File: config.mk
export PLATFORM = sky130hd
export DESIGN_NAME = keypad_capture_ctrl_flat
export DESIGN_NICKNAME = d
export VERILOG_FILES = /design/src/rtl/keypad_pkg.sv /design/src/rtl/keypad_capture_ctrl_if.sv /design/src/rtl/key_debounce.sv /design/src/rtl/keypad_capture_ctrl.sv /design/src/flat_wrapper.sv
export SDC_FILE = /design/constraint.sdc
export NUM_CORES = 1
export LEC_CHECK = 0
export ABC_AREA = 0
export CELL_PAD_IN_SITES_DETAIL_PLACEMENT = 1
export CELL_PAD_IN_SITES_GLOBAL_PLACEMENT = 1
export CORE_ASPECT_RATIO = 0.7
export CORE_UTILIZATION = 35
export CTS_CLUSTER_DIAMETER = 100
export CTS_CLUSTER_SIZE = 12
export DETAILED_ROUTE_END_ITERATION = 10
export DONT_BUFFER_PORTS = 1
export GPL_TIMING_DRIVEN = 0
export PLACE_DENSITY_LB_ADDON = 0.1
export SLEW_MARGIN = 20
export SYNTH_ARGS = -nofsm -noshare
export SYNTH_HDL_FRONTEND = slang
export SYNTH_SLANG_ARGS = --single-unit
File: constraint.sdc
create_clock -name clk -period 1.8 [get_ports clk]
set_input_delay 0.18 -clock clk [delete_from_list [all_inputs] [get_ports clk]]
set_output_delay 0.18 -clock clk [all_outputs]
set_load 0.01 [all_outputs]
File: src/rtl/keypad_pkg.sv
`default_nettype none
// ============================================================================
// Module      : keypad_pkg
// Description : Shared widths, default debounce length and FSM state encoding
//               for the keypad capture controller.
// Revision    : 1.0 - initial release
// ============================================================================
package keypad_pkg;

  localparam int CODE_W              = 4;
  localparam int ENTRY_W             = 32;
  localparam int DEF_DEBOUNCE_CYCLES = 100000;

  typedef enum logic [1:0] {
    IDLE     = 2'd0,
    DEBOUNCE = 2'd1,
    CAPTURE  = 2'd2,
    RELEASE  = 2'd3
  } key_state_e;

endpackage : keypad_pkg
`default_nettype wire

File: src/rtl/keypad_capture_ctrl_if.sv
`default_nettype none
// ============================================================================
// Module      : keypad_capture_ctrl_if
// Description : Processor-side bus of the keypad capture controller: write
//               port, valid/ack handshake and status. The FIFO signals exist
//               only when KEY_FIFO_EN is defined.
// Revision    : 1.0 - initial release
// ============================================================================
interface keypad_capture_ctrl_if;
  import keypad_pkg::*;

  logic               proc_we;
  logic [ENTRY_W-1:0] proc_wdata;
  logic               proc_ack;
  logic [ENTRY_W-1:0] entry;
  logic               key_valid;
  logic [CODE_W-1:0]  key_last;
  logic [3:0]         digit_cnt;
  logic               overflow;
  logic               busy;
`ifdef KEY_FIFO_EN
  logic               fifo_pop;
  logic [CODE_W-1:0]  fifo_data;
  logic               fifo_empty;
  logic               fifo_full;
`endif

`ifdef KEY_FIFO_EN
  modport master (
    output proc_we, proc_wdata, proc_ack, fifo_pop,
    input  entry, key_valid, key_last, digit_cnt, overflow, busy,
    input  fifo_data, fifo_empty, fifo_full
  );
  modport slave (
    input  proc_we, proc_wdata, proc_ack, fifo_pop,
    output entry, key_valid, key_last, digit_cnt, overflow, busy,
    output fifo_data, fifo_empty, fifo_full
  );
`else
  modport master (
    output proc_we, proc_wdata, proc_ack,
    input  entry, key_valid, key_last, digit_cnt, overflow, busy
  );
  modport slave (
    input  proc_we, proc_wdata, proc_ack,
    output entry, key_valid, key_last, digit_cnt, overflow, busy
  );
`endif

endinterface : keypad_capture_ctrl_if
`default_nettype wire

File: src/rtl/key_debounce.sv
`default_nettype none
// ============================================================================
// Module      : key_debounce
// Description : Synchronises the encoder strobe and code, debounces the
//               press, raises a capture request until granted, then waits for
//               a debounced release before accepting another key.
// Revision    : 1.0 - initial release
// ============================================================================
module key_debounce
  import keypad_pkg::*;
#(
  parameter int DEBOUNCE_CYCLES = DEF_DEBOUNCE_CYCLES,
  parameter int SYNC_STAGES     = 2
) (
  input  logic              clk,
  input  logic              rst,
  input  logic [CODE_W-1:0] key_code,
  input  logic              key_da,
  input  logic              cap_grant,
  output logic              cap_req,
  output logic [CODE_W-1:0] cap_code,
  output logic              busy
);

  localparam int                 c_CNT_W    = $clog2(DEBOUNCE_CYCLES);
  localparam logic [c_CNT_W-1:0] c_CNT_LAST = c_CNT_W'(DEBOUNCE_CYCLES - 1);

  logic [SYNC_STAGES-1:0]             r_da_sync;
  logic [SYNC_STAGES-1:0][CODE_W-1:0] r_code_sync;
  // Marks when the synchroniser chain and the edge history hold real samples,
  // so a key still held across reset is not mistaken for a fresh press.
  logic [SYNC_STAGES:0]               r_settle;
  logic                               r_da_prev;
  logic [c_CNT_W-1:0]                 r_cnt;
  logic [CODE_W-1:0]                  r_code;
  key_state_e                         r_state;
  key_state_e                         w_state_nxt;
  logic                               w_da;
  logic [CODE_W-1:0]                  w_code;
  logic                               w_rise;
  logic                               w_cnt_done;

  assign w_da       = r_da_sync[SYNC_STAGES-1];
  assign w_code     = r_code_sync[SYNC_STAGES-1];
  assign w_rise     = w_da & ~r_da_prev & r_settle[SYNC_STAGES];
  assign w_cnt_done = (r_cnt == c_CNT_LAST);
  assign cap_code   = r_code;

  // Synchronisers and rising-edge history for the asynchronous encoder pins
  always_ff @(posedge clk or negedge rst) begin
    if (!rst) begin
      r_da_sync   <= '0;
      r_code_sync <= '0;
      r_settle    <= '0;
      r_da_prev   <= 1'b0;
    end else begin
      r_da_sync   <= {r_da_sync[SYNC_STAGES-2:0], key_da};
      r_code_sync <= {r_code_sync[SYNC_STAGES-2:0], key_code};
      r_settle    <= {r_settle[SYNC_STAGES-1:0], 1'b1};
      r_da_prev   <= w_da;
    end
  end

  // State register
  always_ff @(posedge clk or negedge rst) begin
    if (!rst) begin
      r_state <= IDLE;
    end else begin
      r_state <= w_state_nxt;
    end
  end

  // Shared stable-high / stable-low counter and the code latch
  always_ff @(posedge clk or negedge rst) begin
    if (!rst) begin
      r_cnt  <= '0;
      r_code <= '0;
    end else begin
      case (r_state)
        DEBOUNCE: begin
          if (w_da && w_cnt_done) begin
            r_code <= w_code;
          end
          r_cnt <= w_cnt_done ? '0 : r_cnt + 1'b1;
        end
        RELEASE: begin
          r_cnt <= (w_da || w_cnt_done) ? '0 : r_cnt + 1'b1;
        end
        default: begin
          r_cnt <= '0;
        end
      endcase
    end
  end

  // Next-state logic
  always_comb begin
    w_state_nxt = r_state;
    case (r_state)
      IDLE: begin
        if (w_rise) w_state_nxt = DEBOUNCE;
      end
      DEBOUNCE: begin
        if (!w_da)           w_state_nxt = IDLE;
        else if (w_cnt_done) w_state_nxt = CAPTURE;
      end
      CAPTURE: begin
        if (cap_grant) w_state_nxt = RELEASE;
      end
      RELEASE: begin
        if (!w_da && w_cnt_done) w_state_nxt = IDLE;
      end
      default: begin
        w_state_nxt = IDLE;
      end
    endcase
  end

  // Moore outputs
  always_comb begin
    cap_req = (r_state == CAPTURE);
    busy    = (r_state != IDLE);
  end

endmodule : key_debounce
`default_nettype wire

File: src/rtl/keypad_capture_ctrl.sv
`default_nettype none
// ============================================================================
// Module      : keypad_capture_ctrl
// Description : Keypad entry controller. Arbitrates the nibble entry register
//               between debounced key shift-ins and processor writes, and
//               reports each captured key through a valid/ack handshake.
//               Optional macro KEY_FIFO_EN adds a 4-deep FIFO of key codes.
// Revision    : 1.0 - initial release
// ============================================================================
module keypad_capture_ctrl
  import keypad_pkg::*;
#(
  parameter int DEBOUNCE_CYCLES = DEF_DEBOUNCE_CYCLES,
  parameter int SYNC_STAGES     = 2,
  parameter int DIGITS          = 8
) (
  input  logic                       clk,
  input  logic                       rst,
  input  logic [CODE_W-1:0]          key_code,
  input  logic                       key_da,
  keypad_capture_ctrl_if.slave       bus
);

  localparam int         c_REG_W  = CODE_W * DIGITS;
  localparam logic [3:0] c_DIGITS = 4'(DIGITS);

  logic               w_cap_req;
  logic [CODE_W-1:0]  w_cap_code;
  logic               w_busy;
  logic               w_grant;
  logic               w_push_drop;
  logic [c_REG_W-1:0] r_entry;
  logic [3:0]         r_digit_cnt;
  logic               r_overflow;
  logic               r_key_valid;
  logic [CODE_W-1:0]  r_key_last;

  key_debounce #(
    .DEBOUNCE_CYCLES (DEBOUNCE_CYCLES),
    .SYNC_STAGES     (SYNC_STAGES)
  ) u_key_debounce (
    .clk       (clk),
    .rst       (rst),
    .key_code  (key_code),
    .key_da    (key_da),
    .cap_grant (w_grant),
    .cap_req   (w_cap_req),
    .cap_code  (w_cap_code),
    .busy      (w_busy)
  );

  // Processor writes win; a colliding shift waits exactly one cycle.
  assign w_grant = w_cap_req & ~bus.proc_we;

  // Entry register: processor write or key shift-in
  always_ff @(posedge clk or negedge rst) begin
    if (!rst) begin
      r_entry <= '0;
    end else if (bus.proc_we) begin
      r_entry <= c_REG_W'(bus.proc_wdata);
    end else if (w_grant) begin
      r_entry <= {r_entry[c_REG_W-CODE_W-1:0], w_cap_code};
    end
  end

  // Digit count saturates; overflow is sticky until the next processor write
  always_ff @(posedge clk or negedge rst) begin
    if (!rst) begin
      r_digit_cnt <= '0;
      r_overflow  <= 1'b0;
    end else if (bus.proc_we) begin
      r_digit_cnt <= '0;
      r_overflow  <= 1'b0;
    end else begin
      if (w_grant && (r_digit_cnt != c_DIGITS)) begin
        r_digit_cnt <= r_digit_cnt + 1'b1;
      end
      if ((w_grant && (r_digit_cnt == c_DIGITS)) || w_push_drop) begin
        r_overflow <= 1'b1;
      end
    end
  end

  // Key report handshake; a new capture beats a same-cycle acknowledge
  always_ff @(posedge clk or negedge rst) begin
    if (!rst) begin
      r_key_valid <= 1'b0;
      r_key_last  <= '0;
    end else if (w_grant) begin
      r_key_valid <= 1'b1;
      r_key_last  <= w_cap_code;
    end else if (bus.proc_ack) begin
      r_key_valid <= 1'b0;
    end
  end

  generate
    if (c_REG_W < ENTRY_W) begin : g_entry_pad
      assign bus.entry = {{(ENTRY_W - c_REG_W){1'b0}}, r_entry};
    end else begin : g_entry_full
      assign bus.entry = r_entry[ENTRY_W-1:0];
    end
  endgenerate

  assign bus.key_valid = r_key_valid;
  assign bus.key_last  = r_key_last;
  assign bus.digit_cnt = r_digit_cnt;
  assign bus.overflow  = r_overflow;
  assign bus.busy      = w_busy;

`ifdef KEY_FIFO_EN
  logic [CODE_W-1:0] r_fifo_mem [4];
  logic [1:0]        r_wr_ptr;
  logic [1:0]        r_rd_ptr;
  logic [2:0]        r_fifo_cnt;
  logic              w_fifo_empty;
  logic              w_fifo_full;
  logic              w_pop;
  logic              w_push;

  assign w_fifo_empty = (r_fifo_cnt == 3'd0);
  assign w_fifo_full  = (r_fifo_cnt == 3'd4);
  assign w_pop        = bus.fifo_pop & ~w_fifo_empty;
  // A full FIFO still accepts a push when a pop frees a slot in the same cycle.
  assign w_push       = w_grant & (~w_fifo_full | w_pop);
  assign w_push_drop  = w_grant & w_fifo_full & ~w_pop;

  // FIFO storage; contents need no reset because the pointers define validity
  always_ff @(posedge clk) begin
    if (w_push) begin
      r_fifo_mem[r_wr_ptr] <= w_cap_code;
    end
  end

  // FIFO pointers and occupancy
  always_ff @(posedge clk or negedge rst) begin
    if (!rst) begin
      r_wr_ptr   <= '0;
      r_rd_ptr   <= '0;
      r_fifo_cnt <= '0;
    end else begin
      if (w_push) r_wr_ptr <= r_wr_ptr + 1'b1;
      if (w_pop)  r_rd_ptr <= r_rd_ptr + 1'b1;
      case ({w_push, w_pop})
        2'b10:   r_fifo_cnt <= r_fifo_cnt + 1'b1;
        2'b01:   r_fifo_cnt <= r_fifo_cnt - 1'b1;
        default: r_fifo_cnt <= r_fifo_cnt;
      endcase
    end
  end

  assign bus.fifo_data  = r_fifo_mem[r_rd_ptr];
  assign bus.fifo_empty = w_fifo_empty;
  assign bus.fifo_full  = w_fifo_full;
`else
  assign w_push_drop = 1'b0;
`endif

endmodule : keypad_capture_ctrl
`default_nettype wire

File: src/flat_wrapper.sv
// flat-port wrapper written by rule: the top's interface ports become plain ports
module keypad_capture_ctrl_flat import keypad_pkg::*;
#(
  parameter int DEBOUNCE_CYCLES = DEF_DEBOUNCE_CYCLES,
  parameter int SYNC_STAGES     = 2,
  parameter int DIGITS          = 8
)
  (clk, rst, key_code, key_da, bus_proc_we, bus_proc_wdata, bus_proc_ack, bus_entry, bus_key_valid, bus_key_last, bus_digit_cnt, bus_overflow, bus_busy);
  keypad_capture_ctrl_if bus_i ();
  input  logic clk;
  input  logic rst;
  input  logic [CODE_W-1:0] key_code;
  input  logic key_da;
  input wire logic [$bits(bus_i.proc_we)-1:0] bus_proc_we;
  input wire logic [$bits(bus_i.proc_wdata)-1:0] bus_proc_wdata;
  input wire logic [$bits(bus_i.proc_ack)-1:0] bus_proc_ack;
  output wire logic [$bits(bus_i.entry)-1:0] bus_entry;
  output wire logic [$bits(bus_i.key_valid)-1:0] bus_key_valid;
  output wire logic [$bits(bus_i.key_last)-1:0] bus_key_last;
  output wire logic [$bits(bus_i.digit_cnt)-1:0] bus_digit_cnt;
  output wire logic [$bits(bus_i.overflow)-1:0] bus_overflow;
  output wire logic [$bits(bus_i.busy)-1:0] bus_busy;
  assign bus_i.proc_we = bus_proc_we;
  assign bus_i.proc_wdata = bus_proc_wdata;
  assign bus_i.proc_ack = bus_proc_ack;
  assign bus_entry = bus_i.entry;
  assign bus_key_valid = bus_i.key_valid;
  assign bus_key_last = bus_i.key_last;
  assign bus_digit_cnt = bus_i.digit_cnt;
  assign bus_overflow = bus_i.overflow;
  assign bus_busy = bus_i.busy;
  keypad_capture_ctrl #(.DEBOUNCE_CYCLES(DEBOUNCE_CYCLES), .SYNC_STAGES(SYNC_STAGES), .DIGITS(DIGITS)) u_core (.clk(clk), .rst(rst), .key_code(key_code), .key_da(key_da), .bus(bus_i));
endmodule
Yosys cells after proc, flatten, opt, wreduce, memory -nomap -nowiden
Index checks and enable logic that the tools add are counted.
- output and inout bits: 43
- register bits after elaboration: 79
- $add $sub $neg: 2
- reduce and logical (&&, ||, !) cells: 14
- eq/ne operators: 10
- bitwise operators: 5
- multiplexer cells: 17
- operator list (cell ; number):
    $mux W32 ; 2
    $mux W17 ; 2
    $pmux W17 S2 ; 1
    $add A17 B1 Y17 const B ; 1
    $eq A17 B17 Y1 const B ; 1
    $mux W2 ; 5
    $reduce_bool A2 Y1 ; 5
    $mux W4 ; 2
    $pmux W2 S4 ; 1
    $ne A2 B2 Y1 const B ; 3
    $add A4 B1 Y4 const B ; 1
    $eq A2 B2 Y1 const B ; 2
    $eq A4 B4 Y1 const B ; 1
    $logic_and A1 B1 Y1 ; 4
    $mux W1 ; 4
    $ne A4 B4 Y1 const B ; 1
    $reduce_and A4 Y1 ; 1
    $and A1 B1 Y1 ; 3
    $ne A3 B3 Y1 const B ; 1
    $eq A2 B1 Y1 const B ; 1
    $logic_not A2 Y1 ; 1
    $not A1 Y1 ; 2
    $reduce_and A2 Y1 ; 1
    $logic_not A1 Y1 ; 1
    $logic_or A1 B1 Y1 ; 1

Depth between registers and ports, before layout
Gate-level depths: netlist of run 1.
- depth in word-level cells: 5
- gate-level depth with buffers: 7
- gate-level depth less buffers: 6

By module
Synthesis of run 1 repeated with hierarchy kept, for this count alone.
- cells, all modules: 303
- area, all modules: 3489.6 um2
- modules (own cells, without submodules) (module ; cells an instance ; area an instance (um2) ; instances):
    keypad_capture_ctrl ; 180 ; 1964.4 ; 1
    key_debounce ; 123 ; 1525.2 ; 1

Worst setup path before layout of run 1
OpenSTA, ideal clock, no wires.
- path kind: register -> register
- start point: register u_core.u_key_debounce.r_cnt[0]
- end point: register u_core.u_key_debounce.r_code[0] (netlist: u_core.u_key_debounce.cap_code[0])
- library setup time: 125 ps
- slack: -26 ps
- cell stages (with the launch flop): 7
- data arrival time: 1701 ps
- path buffers: 1
- clock period less this slack: 1826 ps
- cell sequence: dfrtp_1 > ha_1 > and4_1 > buf_2 > nand2_1 > nor4_4 > mux2_2
- cells in the longest elaborated chain, start to end: 3
- ends and longest elaborated chain (item ; RTL line ; text):
    start: declaration ; key_debounce.sv:34 ; logic [c_CNT_W-1:0] r_cnt;
    start signal: assignment ; key_debounce.sv:84 ; r_cnt <= w_cnt_done ? '0 : r_cnt + 1'b1;
    start signal: assignment ; key_debounce.sv:87 ; r_cnt <= (w_da || w_cnt_done) ? '0 : r_cnt + 1'b1;
    $eq A17 B17 Y1 ; key_debounce.sv:46 ; assign w_cnt_done = (r_cnt == c_CNT_LAST);
    $logic_and A1 B1 Y1 ; key_debounce.sv:81 ; if (w_da && w_cnt_done) begin
    $reduce_and A2 Y1 (no source line) ; -- ;
    end signal: assignment ; key_debounce.sv:82 ; r_code <= w_code;
    end: declaration ; key_debounce.sv:35 ; logic [CODE_W-1:0] r_code;
Every way passes these cells.
A chain may end at the register's enable or synchronous reset.

Final worst setup path of run 1
- start point: register u_core.u_key_debounce.r_cnt[11]
- end point: register u_core.u_key_debounce.r_code[2] (netlist: u_core.u_key_debounce.cap_code[2])
The elaborated chain is that of the path after synthesis.

==> results.json, run 1 <==
{
  "grt_pass1_wl_um": 15300,
  "r2r_slack_ns": 0.04,
  "synth_compound_area_share_pct": 5.94,
  "drtPass1Iterations": 4,
  "wirelength_um": 9420,
  "synthMuxAreaShare_pct": 12.3,
  "period_minus_slack_ns": 1.76,
  "rsz0062_at_grt": "yes",
  "start_kind": "register",
  "avgSynthCellArea_sq_um": 11.1,
  "setup_tns_ns": 0,
  "clk-insertion-delay-late_ns": 0.34,
  "grtUsageTotal_pct": 19.9,
  "status": "finished, violations left",
  "holdBufCountCts": 37,
  "fp.dieArea_sq_um": 10200,
  "grt_pass1_vias": 2774,
  "grt_max_degree": 80,
  "synthAdderAreaFrac_pct": 1.09,
  "rows": 29,
  "clockBufferDepth": 2,
  "routed_via_density": 5.11,
  "reg2regPathDepth": 5,
  "synth_top_family_by_area": "simple AND/OR/NAND/NOR gates",
  "synth_area_leaders": "dfrtp_1, mux2i_1, o21ai_0",
  "maxCapViolCount": 0,
  "gp_congestion": 0.789,
  "path_cells": "nor4_2 -> nand3b_1 -> nor4_4 -> buf_6 -> mux2_4",
  "die_w_um": 120,
  "cpMaxStageDelayCell": "dfrtp_2",
  "slowest_delay_ns": 0.43,
  "fin_nets": 418,
  "setup_viol_count_final": 0,
  "cellPowerDensity_nw_per_um2": 887,
  "peakVddDrop_v": 0.000484,
  "start_util_pct": 36.9,
  "drc_errors": 0,
  "crit_end": "u_core.u_key_debounce.cap_code[2]",
  "cp_max_fo": 4,
  "yosysTopAreaCell": "dfrtp_1",
  "clk_pin_slew_ns": 0.06,
  "portBuffers": 0,
  "synth_xor_xnor_area_share_pct": 4.34,
  "r2r_start": "u_core.u_key_debounce.r_cnt[11]",
  "yosys_register_bits": 79,
  "synth_edf_count": 0,
  "antenna_found_initial": 0,
  "die_height_um": 84.9,
  "hold_class": "primary input to async pin",
  "boundaryPins": 84,
  "routed-via-count": 2572,
  "core_sq_um": 9290,
  "fin_skew_ns": 0.00550,
  "antenna_left": 0,
  "cp_num_buf_inv": 1,
  "relSlewSlack_pct": 64.2,
  "antenna_cells": 0,
  "dr.first_iter.drc_count": 102,
  "cp.depth": 5,
  "synth_cell_types": 36,
  "fmax_ghz": 0.567,
  "p_leak_uw": 0.00185,
  "crit_family": "simple AND/OR/NAND/NOR gates",
  "synth_flop_cell": "dfrtp_1",
  "timing.final.crit_share_pct": 98.0,
  "dpl.hpwl_um": 5890,
  "path_class": "register to register",
  "synthToLayoutAreaGrowth_pct": 31.4,
  "timing.hold.ws_ns": -0.470,
  "cts.htree.levels": 3,
  "cts-buffers-inserted": 9,
  "worst_slew_pin_slew_ns": 0.537,
  "rr_endpoint": "u_core.u_key_debounce.cap_code[2]",
  "synth_seq_area_share_pct": 57.6,
  "clock-root-buffer": "clkbuf_16",
  "hold_viol": 79,
  "async_reset_ff_share_pct": 100,
  "grt_overflow_total": 0,
  "end_kind": "register",
  "routedWlPerCell_um": 18.7,
  "postLayoutCoreUtil_pct": 48.6,
  "netlist_instances": 310,
  "yosys.area_share.simple_pct": 15.7,
  "netlist_area_sq_um": 3430,
  "syn_nets": 354,
  "violations": "negative hold slack",
  "critical_path.startpoint": "u_core.u_key_debounce.r_cnt[11]",
  "drive_gt1_share_pct": 20.3,
  "worstPathArrival_ns": 1.99,
  "synth_top_area_share_pct": 57.6,
  "slew_violations": 0,
  "yosysWarnings": 0,
  "clock-sinks": 79,
  "critPathRequiredTime_ns": 2.03,
  "cts_tree": "yes"
}
==> through the flow <==
step | cells | worst slack [ns] | instance area [sq um] | power, uW | hold WS, ns
finish | 503 | 0.0361 | 4510 | 4000 | -0.470
global route | 503 | -0.0678 | 4510 | 4170 | -0.489
CTS | 495 | -0.0514 | 4370 | 4050 | -0.480
detailed placement | 434 | -0.474 | 3590 | 2150 | -0.112
global placement | 434 | -0.447 | 3590 | 2140 | -0.113
floorplan | 310 | -0.0147 | 3430 | 2080 | -0.116
==> cell families after synthesis <==
kind of cell	after synthesis
simple gates	107
flops	79
mux	41
compound gates	39
buf+inv	23
xor+xnor	17
fa+ha+maj	3
other cells	1
==> per-layer routing <==
layer  track usage (%)  part of all wire (%)  vias up  wire length [um]
li1                  -                     -     1191                 -
met5                 0                     0        -                 0
met3              7.06                   6.5       17               614
met1              27.3                    47     1296              4440
met2              28.4                    44       68              4170
met4              8.19                   2.1        0               199
==> cells in the mapped netlist (3+ instances only) <==
library cell and number:
nor4_1 4, nand3_1 8, nand2_1 41, nor2_1 23, o21ai_0 34, dfrtp_1 79
clkbuf_1 10, mux2i_1 32, xor2_1 8, buf_2 5, xnor2_1 9, ha_1 3
nand3b_1 3, nand4_1 10, mux2_2 9, inv_1 5, nor3_1 3
==> timing repair <==
item | CTS | global route
resized for setup | 17 | 21
setup buffers | 10 | 9
setup endpoints to repair | 15 | 35
endpoints found under the hold margin | 116 | 79
pin swaps | 6 | 7
==> power breakdown <==
part | internal, uW | total (uW) | switching (uW)
registers | 1860 | 1980 | 115
logic | 113 | 214 | 101
clock network | 1110 | 1810 | 707
==> worst min-delay path by stage <==
stage,end,slack (ns),cells past startpoint
floorplan,async pin,-0.12,0
global placement,u_core.bus.entry[28],-0.11,0
detailed placement,u_core.bus.entry[28],-0.11,0
CTS,u_core.bus.entry[29],-0.48,0
global route,u_core.bus.entry[26],-0.49,0
finish,u_core.bus.entry[29],-0.47,0
==> cell type report <==
class / instances / area [sq um]
fillers: 1025 / 4780
flip-flops and latches: 79 / 1990
multi-input cells: 208 / 1450
repair buffers: 56 / 524
clock buffers: 12 / 246
well taps: 124 / 155
plain buffers: 15 / 83.8
clock inverters: 4 / 45.0
inverters: 5 / 18.8
==> state kept, by name, indices dropped and copies added, names as in the netlist, named ones only <==
register and flops:
u_core.bus.entry 32, u_core.u_key_debounce.r_cnt 17, u_core.bus.digit_cnt 4, u_core.bus.key_last 4
u_core.u_key_debounce.cap_code 4, u_core.u_key_debounce.r_code_sync 4, u_core.u_key_debounce.w_code 4, u_core.u_key_debounce.r_settle 3
u_core.u_key_debounce.r_da_sync 2, u_core.bus.key_valid 1, u_core.bus.overflow 1, u_core.u_key_debounce.r_da_prev 1
u_core.u_key_debounce.r_state 1
==> cell usage in the layout, fill, tap and decap left out, types with 10 or more instances in the layout <==
cell           netlist  routed
mux2i_1             32      32
dfrtp_1             79      70
buf_4                1      18
nand2_1             41      40
nand4_1             10      10
nor2_1              23      23
dlygate4sd3_1        0      37
clkbuf_1            10      10
o21ai_0             34      34
Power figures use the tool's default switching activity.
==> inputs of run 2 (changes only) <==
Settings changed: BUFFER_PORTS_ARGS set to -buffer_cell sky130_fd_sc_hd__buf_2, DONT_BUFFER_PORTS 1 to not set.
==> run 2 against run 1 <==
Effect of this change:
- the run now ends clean
- maximum frequency fell by 0.62%
- core utilization increased by 1.4 points
- global-route usage up 0.13 points
- worst hold slack gained 0.51 ns
- register-to-register slack is essentially flat
- clock skew is essentially flat
- combinational power increased by 60%
- setup slack worse by 0.011 ns
- largest power group unchanged
==> results.json, run 2 (same netlist as run 1, synthesis figures left out) <==
{
  "grt_pass1_wl_um": 15400,
  "portBuffers": 82,
  "placed_cell_area_sq_um": 4030,
  "grt_overflow_total": 0,
  "hold_class": "primary input to register",
  "drive_gt1_share_pct": 36.3,
  "routed.top_layer": "met4",
  "fin_area_sq_um": 4640,
  "grtUsageTotal_pct": 20.0,
  "start_util_pct": 36.9,
  "routedWlPerCell_um": 17.0,
  "setup_tns_ns": 0,
  "fmax_ghz": 0.563,
  "routed-via-count": 2724,
  "antenna_found_initial": 0,
  "die_w_um": 120,
  "fin_nets": 469,
  "antenna_left": 0,
  "fp.dieArea_sq_um": 10200,
  "critPathRequiredTime_ns": 2.02,
  "holdPathStages": 2,
  "n_fill_cell": 1062,
  "start_kind": "register",
  "worstPathArrival_ns": 2.00,
  "core_sq_um": 9290,
  "wirelength_um": 9420,
  "wl_met3_um": 452,
  "m1WireLength_um": 4720,
  "relSlewSlack_pct": 64.1,
  "largest_reg_flops": 32,
  "final_cell_mix": "buf_2, dfrtp_1, nand2_1",
  "cts_tree": "yes",
  "path_class": "register to register",
  "antenna_cells": 0,
  "synthToLayoutAreaGrowth_pct": 35.3,
  "status": "finished clean",
  "peakVddDrop_v": 0.000608,
  "boundaryPins": 84,
  "dr.first_iter.drc_count": 151,
  "end_kind": "register",
  "p_leak_uw": 0.00209,
  "cts.htree.levels": 3,
  "maxCapViolCount": 0,
  "drc_errors": 0,
  "fin_skew_ns": 0.00555,
  "gp_congestion": 0.755,
  "routed_via_density": 4.92,
  "drtPass1Iterations": 4,
  "wl_met2_um": 4170,
  "clk_pin_slew_ns": 0.06,
  "cellPowerDensity_nw_per_um2": 905,
  "clock-sinks": 79,
  "dpl.hpwl_um": 6520,
  "cts-buffers-inserted": 9,
  "rows": 29,
  "layout_commonest_cell": "buf_2",
  "reg2regPathDepth": 5,
  "slew_violations": 0,
  "die_height_um": 84.9,
  "postLayoutCoreUtil_pct": 50.0,
  "period_minus_slack_ns": 1.77,
  "cp_max_fo": 6,
  "timing.final.crit_share_pct": 98.6,
  "hold_viol": 0,
  "grt_pass1_vias": 2881,
  "grt_max_degree": 52,
  "worst_slew_pin_slew_ns": 0.539,
  "clockBufferDepth": 2,
  "rsz0062_at_grt": "yes",
  "clock-root-buffer": "clkbuf_16",
  "clk-insertion-delay-late_ns": 0.34,
  "setup_viol_count_final": 0
}
[run 2: changes by cell type in the layout (fill, tap and decap cells not counted), moves of 2 or more]
cell	delta
buf_2	+81
dlygate4sd3_1	-31
dfrtp_1	+3
dfrtp_2	-3
clkbuf_1	-2
[run 2: timing repair]
item                       4_1_cts  5_1_grt
pin swaps                        5        6
hold endpoints to repair        33        0
setup buffers                    9        9
setup endpoints to repair       15       38
hold buffers                     6        0
resized for setup               12       21
[run 2: layer usage]
metal,up-vias,global-route usage (%)
li1,1290,-
met1,1357,28.9
met2,69,29.2
met3,8,6.52
met4,0,4.38
met5,-,0
[run 2: worst paths after layout]
| kind | start | to | slack, ns |
|---|---|---|---|
| max reg2reg | u_core.u_key_debounce.r_cnt[6] | u_core.u_key_debounce.cap_code[2] | 0.03 |
| min reg2reg | u_core.u_key_debounce.r_settle[1] | u_core.u_key_debounce.r_settle[2] | 0.34 |
| min in group asynchronous | rst | u_core.u_key_debounce.r_cnt[2] | 0.33 |
| max in group asynchronous | rst | u_core.u_key_debounce.r_cnt[6] | 0.88 |
| min | bus_proc_ack | u_core.bus.key_valid | 0.04 |
| max | u_core.u_key_debounce.r_cnt[6] | u_core.u_key_debounce.cap_code[2] | 0.03 |
[run 2: final cells by class]
| class | instances | area (sq um) | share of cell area (%) |
|---|---|---|---|
| clock buffers | 9 | 225 | 4.85 |
| inverters | 5 | 18.8 | 0.404 |
| multi-input cells | 208 | 1440 | 31.1 |
| repair buffers | 107 | 643 | 13.9 |
| plain buffers | 15 | 83.8 | 1.81 |
| well taps | 124 | 155 | 3.34 |
| flip-flops and latches | 79 | 1980 | 42.7 |
| clock inverters | 7 | 87.6 | 1.89 |
[run 2: worst max-delay path: stages, from the launching register on]
cell      delay, ns
dfrtp_2        0.48
nor4_2         0.28
nand3b_1       0.16
nor4_4         0.28
buf_6          0.16
mux2_4         0.30
[run 2: through the flow]
stage / setup slack [ns] / total power [uW] / hold slack (ns) / instances
after global placement: -0.332 / 2270 / 0.288 / 516
final: 0.0252 / 4200 / 0.0359 / 554
after CTS: -0.0723 / 4250 / 0.0250 / 547
after detailed placement: -0.391 / 2290 / 0.140 / 517
after floorplan: -0.0147 / 2080 / -0.116 / 310
after global routing: -0.0548 / 4380 / 0.0292 / 554
[run 2: power breakdown]
group / total [uW] / switching, uW / internal, uW
clock: 1930 / 723 / 1200
sequential: 1930 / 68.5 / 1860
combinational: 343 / 194 / 149
total: 4200 / 985 / 3210
==> inputs of run 3 (changes only) <==
Settings changed: CORE_ASPECT_RATIO 0.7 to 0.6, CORE_UTILIZATION 35 to 37, GPL_ROUTABILITY_DRIVEN set to 0.
==> run 3 against run 2 <==
Effect of this change:
- the flow now finishes with violations (negative setup slack)
- core utilization grew 2.4 points
- final cell count shrank 2.5%
- wire length grew 1.6%
==> results.json, run 3 (same netlist as run 1, synthesis figures left out) <==
{
  "rows": 26,
  "routed-via-count": 2726,
  "hold_viol": 0,
  "boundaryPins": 84,
  "routedWlPerCell_um": 17.7,
  "fin_skew_ns": 0.00403,
  "cp_max_fo": 4,
  "dpl.hpwl_um": 6620,
  "drtPass1Iterations": 4,
  "cts-buffers-inserted": 9,
  "fmax_ghz": 0.554,
  "wirelength_um": 9580,
  "die_height_um": 76.6,
  "setup_tns_ns": -0.00430,
  "grt_pass1_vias": 2869,
  "core_sq_um": 8750,
  "dp_cells": 505,
  "rsz0062_at_grt": "yes",
  "timing.hold.ws_ns": 0.0492,
  "antenna_left": 0,
  "grtUsageTotal_pct": 21.4,
  "dr.first_iter.drc_count": 116,
  "routed_via_density": 5.05,
  "largest_reg_flops": 32,
  "antenna_found_initial": 0,
  "fp.dieArea_sq_um": 9680,
  "final_cell_mix": "buf_2, dfrtp_1, nand2_1",
  "cts_tree": "yes",
  "start_util_pct": 39.2,
  "clockBufferDepth": 2,
  "clock-root-buffer": "clkbuf_16",
  "critPathRequiredTime_ns": 2.01,
  "n_fill_cell": 985,
  "period_minus_slack_ns": 1.80,
  "violations": "negative setup slack",
  "drive_gt1_share_pct": 36.2,
  "worstPathArrival_ns": 2.01,
  "path_class": "register to register",
  "stdcell_count": 540,
  "worst_slew_pin_slew_ns": 0.532,
  "grt_max_degree": 52,
  "layout_commonest_cell": "buf_2",
  "synthToLayoutAreaGrowth_pct": 33.5,
  "relSlewSlack_pct": 64.6,
  "end_kind": "register",
  "clock-sinks": 79,
  "slew_violations": 0,
  "peakVddDrop_v": 0.000765,
  "clk_pin_slew_ns": 0.06,
  "p_total_uw": 3970,
  "worst_slack_ns": -0.00430,
  "p_leak_uw": 0.00205,
  "timing.final.crit_share_pct": 100,
  "hold_class": "primary input to register",
  "status": "finished, violations left",
  "portBuffers": 82,
  "fin_nets": 467,
  "r2r_slack_ns": -0.004,
  "maxCapViolCount": 0,
  "start_kind": "register",
  "setup_viol_count_final": 1,
  "post-place-ws_ns": -0.418,
  "cts.htree.levels": 3,
  "cellPowerDensity_nw_per_um2": 865,
  "grt_overflow_total": 0,
  "grt_pass1_wl_um": 15700,
  "die_w_um": 126,
  "antenna_cells": 0,
  "drc_errors": 0,
  "clk-insertion-delay-late_ns": 0.33
}
==> run 3: cell count changes in the layout (fill, tap and decap cells not counted), sizes merged <==
cell,delta
bufinv,-2
clkinvlp,+2
clkbuf,+2
buf,-2
clkinv,-2
==> run 3: routing by layer <==
metal	share of wire, %	up-vias	global-route usage, %	wire (um)
li1	-	1297	-	-
met1	50	1350	30.5	4820
met2	44	75	32.3	4250
met3	4.8	4	5.27	460
met4	0.50	0	5.90	48
met5	0	-	0	0
==> run 3: final cells by class <==
type,instances,area (sq um),share of cell area [%]
timing repair buffer,104,621,13.5
clock inverter,5,32.5,0.710
tap,112,140,3.06
sequential,79,1990,43.3
inverter,5,18.8,0.410
multi-input combinational,208,1440,31.4
clock buffer,11,253,5.52
buffer,16,91.3,1.99
==> run 3: final timing paths <==
path                                                   startpoint                              endpoint  cells after the start
worst min-delay path                                 bus_proc_ack                  u_core.bus.key_valid                      2
worst max-delay path               u_core.u_key_debounce.r_cnt[5]     u_core.u_key_debounce.cap_code[3]                      5
max in group asynchronous                                     rst        u_core.u_key_debounce.r_cnt[2]                      3
worst max register to register     u_core.u_key_debounce.r_cnt[5]     u_core.u_key_debounce.cap_code[3]                      5
worst min register to register  u_core.u_key_debounce.r_settle[1]     u_core.u_key_debounce.r_settle[2]                      0
min in group asynchronous                                     rst  u_core.u_key_debounce.r_code_sync[1]                      2
==> run 3: through the flow <==
stage,cell area (sq um),utilization [%]
CTS,4450,50.8
detailed placement,4020,45.9
global route,4580,52.4
global placement,3990,45.5
finish,4580,52.4
floorplan,3430,-
==> run 3: report_power, final <==
group	internal [uW]	leakage [uW]	total [uW]	switching, uW
combinational	149	0.000918	347	198
clock	1000	0.000134	1690	684
sequential	1860	0.00100	1930	69.8
==> run 3: repair_timing <==
| action | CTS | global route |
|---|---|---|
| hold endpoints to repair | 33 | 0 |
| setup buffers | 7 | 8 |
| setup endpoints to repair | 15 | 30 |
| resized for setup | 13 | 23 |
| hold buffers | 6 | 0 |
| pin swaps | 3 | 7 |
==> run 3: critical path, stage by stage (launching register included) <==
cell,delay (ns)
dfrtp_2,0.42
buf_6,0.13
or4b_4,0.52
nor4_4,0.15
buf_6,0.17
mux2_4,0.30
